`src/rtl/mac_acc_ctrl.sv`:
```
// mac_acc_ctrl: accumulator and sequencing stage around the external 24-bit KSA adder of the MAC.
module mac_acc_ctrl #(
  parameter int ACC_W    = 24,
  parameter int PROD_W   = 16,
  parameter int CNT_W    = 8,
  parameter bit SATURATE = 1'b1
) (
  input  logic              clk,
  input  logic              rst_n,
  input  logic              clr,
  input  logic              start,
  input  logic [CNT_W-1:0]  len,
  input  logic [ACC_W-1:0]  acc_init,
  input  logic              prod_valid,
  output logic              prod_ready,
  input  logic [PROD_W-1:0] prod,
  output logic [ACC_W-1:0]  add_a,
  output logic [ACC_W-1:0]  add_b,
  input  logic [ACC_W-1:0]  add_sum,
  input  logic              add_cout,
  output logic              res_valid,
  input  logic              res_ready,
  output logic [ACC_W-1:0]  res_data,
  output logic              res_ovf,
  output logic              busy
);
  typedef enum logic [1:0] {IDLE, ACC, DONE} state_t;
  state_t state;
  logic [CNT_W-1:0] cnt, len_q;
  logic [ACC_W-1:0] acc, acc_nxt;
  logic ovf, ovf_nxt, accept;
  assign prod_ready = state == ACC;
  assign res_valid  = state == DONE;
  assign busy       = state != IDLE;
  assign add_a      = acc;
  assign add_b      = {{(ACC_W-PROD_W){1'b0}}, prod};
  assign accept     = prod_valid & prod_ready;
  assign ovf_nxt    = ovf | add_cout;
  // once an overflow has been seen, saturation pins acc at all-ones for the rest of the run
  assign acc_nxt    = (SATURATE && ovf_nxt) ? '1 : add_sum;
  always_ff @(posedge clk or negedge rst_n) begin
    if (!rst_n) begin
      state    <= IDLE;
      acc      <= '0;
      cnt      <= '0;
      len_q    <= '0;
      ovf      <= 1'b0;
      res_data <= '0;
      res_ovf  <= 1'b0;
    end else if (clr) begin
      state <= IDLE;
      cnt   <= '0;
      ovf   <= 1'b0;
    end else begin
      case (state)
        IDLE: if (start) begin
          acc   <= acc_init;
          ovf   <= 1'b0;
          cnt   <= '0;
          len_q <= len;
          if (len == '0) begin
            state    <= DONE;
            res_data <= acc_init;
            res_ovf  <= 1'b0;
          end else state <= ACC;
        end
        ACC: if (accept) begin
          acc <= acc_nxt;
          ovf <= ovf_nxt;
          cnt <= cnt + 1'b1;
          if (cnt == CNT_W'(len_q - 1'b1)) begin
            state    <= DONE;
            res_data <= acc_nxt;
            res_ovf  <= ovf_nxt;
          end
        end
        DONE: if (res_ready) state <= IDLE;
        default: state <= IDLE;
      endcase
    end
  end
endmodule

```
`config.mk`:
```
export PLATFORM = sky130hd
export DESIGN_NAME = mac_acc_ctrl
export DESIGN_NICKNAME = d
export VERILOG_FILES = /design/src/rtl/mac_acc_ctrl.sv
export SDC_FILE = /design/constraint.sdc
export NUM_CORES = 1
export LEC_CHECK = 0
export BUFFER_PORTS_ARGS = -buffer_cell sky130_fd_sc_hd__buf_4
export CORE_MARGIN = 2
export CORE_UTILIZATION = 42
export DETAILED_ROUTE_END_ITERATION = 8
export PLACE_DENSITY = 0.81
export SLEW_MARGIN = 20
export SYNTH_ARGS = -nofsm -noshare
export SYNTH_HDL_FRONTEND = slang
export SYNTH_SLANG_ARGS = --single-unit
```
`constraint.sdc`:
```
create_clock -name clk -period 2.8 [get_ports clk]
set_input_delay 0.28 -clock clk [delete_from_list [all_inputs] [get_ports clk]]
set_output_delay 0.28 -clock clk [all_outputs]
set_load 0.02 [all_outputs]
```
==> results.py <==
metrics = {
    "global_route": {
        "grt_pass1_wl_um": 13400,
        "overflow": 0,
        "grtUsageTotal": 0.194,
        "grt_max_degree": 69,
        "grt_pass1_vias": 2782,
        "antenna_found_initial": 0,
    },
    "synthesis": {
        "postSynthCellCount": 309,
        "ys_types": 52,
        "synth_warnings": 0,
        "yosysSeqAreaShare": 0.488,
        "async_flop_share": 1.00,
        "ys.flop_type": "dfrtp_1",
        "synth_edf_count": 0,
        "ys_ff_latch": 68,
        "synth_area_leaders": "dfrtp_1, mux2_2, buf_4",
        "netlist.area_leader.share": 0.488,
        "syn-mean-instance-area_um2": 11.3,
        "syn_area_um2": 3490,
        "synth_top_area_cell": "dfrtp_1",
    },
    "worst_setup_path": {
        "critPathKind": "reg -> reg",
        "cp_slowest_cell": "nor4_1",
        "start_kind": "flip-flop",
        "crit_family": "simple AND/OR/NAND/NOR gates",
        "arrival_ps": 2750,
        "max_stage_delay_ps": 470,
        "critPathMaxFanout": 25,
        "path_buf_inv": 2,
        "cp.required_ps": 3010,
        "worstPathCellList": "inv_1 -> ha_1 -> xor2_1 -> nand2_1 -> nor4_1 -> a41o_1 -> buf_12 -> mux2_2",
        "critPathCaptureType": "flip-flop",
    },
    "outcome": {
        "status": "completed",
    },
    "timing": {
        "setup_viol": 0,
        "max_slew_margin": 0.434,
        "fin_setup_tns_ps": 0,
        "fin_crit_ps": 2530,
        "fin_crit_sh": 0.904,
        "slew_viol_final": 0,
        "worst_pin_slew_ps": 849,
        "hold_viol_final": 0,
        "finalClockSkew_ps": 15.2,
        "max_freq_ghz": 0.395,
        "rsz0062_at_grt": "no",
    },
    "final_layout": {
        "layout-drive-gt1-share": 0.428,
        "mostFrequentLayoutCell": "buf_4",
        "final_cells": 519,
        "insertedDiodeCount": 0,
        "multi_input_area_um2": 1480,
        "mostFrequentLayoutCells": "buf_4, dfrtp_1, mux2_2",
        "final_nets": 490,
        "fin_util": 0.556,
        "syn2layout_area_growth_pct": 29.7,
        "seq_area_um2": 1700,
        "fill_cells": 708,
    },
    "clock_tree": {
        "h-tree-depth": 3,
        "cts_root_buffer": "clkbuf_8",
        "clock_sinks": 68,
        "cts_resized": 0,
        "clockBufferDepth": 2,
        "cts_tree": "yes",
        "post_cts_buffers": 0,
        "clkTransAtPathRegs_ps": 80,
        "postCtsHoldBufs": 0,
        "clock_latency_ps": 340,
        "cts_buffers": 9,
    },
    "drt": {
        "routed_wl_um": 8210,
        "vias": 2674,
        "drtAntennaViolNets": 0,
        "viasPerCell": 5.15,
        "wl_per_cell_um": 15.8,
        "first_iter_violations": 118,
        "drcViolationCount": 0,
        "dr.pass1.iters": 4,
    },
    "floorplan": {
        "start_util": 0.429,
        "dieArea_um2": 9050,
        "rows": 33,
        "ioPinCount": 155,
        "dieHeight_um": 95.1,
        "die_width_um": 95.1,
        "fp.coreArea_um2": 8130,
    },
    "hold_path": {
        "hold_path.class": "in -> async",
    },
    "placed_design": {
        "dpl.hpwl_um": 5950,
        "numPortBuffers": 114,
        "gp_congestion": 0.910,
        "dp_cells": 503,
    },
    "power_and_ir_drop": {
        "p_per_area_nw_per_um2": 916,
        "irDropWorstVdd_mv": 0.592,
        "leakage_nw": 2.13,
    },
    "run": {
        "drv_cap": 0,
    },
}
-- cell usage after synthesis (8+ instances only) --
cell and number:
buf_4 24, dfrtp_1 68, inv_1 13, mux2_2 27, mux2_4 10, mux2i_1 9, nand2_1 22, nor2_1 9
nor3_1 8, o21ai_0 22, o22a_1 16, o22ai_1 8
-- final timing paths --
| kind | cells past startpoint | to | slack (ps) | from |
|---|---|---|---|---|
| max in group asynchronous | 1 | cnt[1]$_DFFE_PN0P_ | 2190 | rst_n |
| hold reg to reg | 2 | add_a[1]$_DFFE_PN0P_ | 490 | add_a[1]$_DFFE_PN0P_ |
| setup reg to reg | 8 | res_data[18]$_DFFE_PN0P_ | 270 | len_q[0]$_DFFE_PN0P_ |
| setup / recovery | 8 | res_data[18]$_DFFE_PN0P_ | 270 | len_q[0]$_DFFE_PN0P_ |
| min in group clk | 3 | ovf$_DFFE_PN0P_ | 170 | add_cout |
| hold / removal | 1 | state[1]$_DFFE_PN0P_ | 30 | rst_n |
-- per-stage QoR --
step | setup slack [ps] | hold WS, ps | power (mW) | area, um2
6_report | 268 | 33.3 | 4.14 | 4520
5_1_grt | 113 | 135 | 4.40 | 4520
3_5_place_dp | 333 | 450 | 3.20 | 4280
3_3_place_gp | 441 | 441 | 3.15 | 4280
2_1_floorplan | 567 | -15.6 | 2.51 | 3510
4_1_cts | 308 | 83.5 | 4.18 | 4520
-- cell families (layout without fill, tap and decap cells) --
family / count (synthesis) / after routing / synth area share
AOI/OAI and AO/OA: 64 / 64 / 0.128
other: 1 / 8 / 0.00108
and+or+nand+nor: 64 / 64 / 0.0951
xor gates and xnor gates: 10 / 10 / 0.0251
muxes: 47 / 47 / 0.159
DFF: 68 / 68 / 0.488
adders and majority gates: 2 / 2 / 0.00717
buffers and inverters: 53 / 151 / 0.0961
-- routing by layer --
| layer | wire length, um | vias to the layer above | track usage |
|---|---|---|---|
| met5 | 0 | - | 0 |
| met4 | 179 | 0 | 0.0882 |
| met3 | 490 | 11 | 0.0443 |
| met2 | 4060 | 84 | 0.320 |
| met1 | 3480 | 1312 | 0.243 |
| li1 | - | 1267 | - |
-- layout make-up --
| cell class | instances | share of cell area |
|---|---|---|
| tap | 105 | 0.0290 |
| timing repair buffer | 121 | 0.204 |
| multi-input combinational | 195 | 0.327 |
| inverter | 14 | 0.0116 |
| sequential | 68 | 0.376 |
| clock buffer | 10 | 0.0282 |
| clock inverter | 6 | 0.0246 |
-- state kept, by name, indices dropped and copies added, names as in the netlist --
register,count
add_a,24
res_ovf,1
cnt,8
state,2
res_data,24
ovf,1
len_q,8
-- power breakdown --
part           switching (mW)  internal [mW]
sequential              0.222           1.31
clock                   0.379          0.594
combinational           0.835          0.807
total                    1.44           2.71
Note: power is estimated with default switching activity, not from simulation.
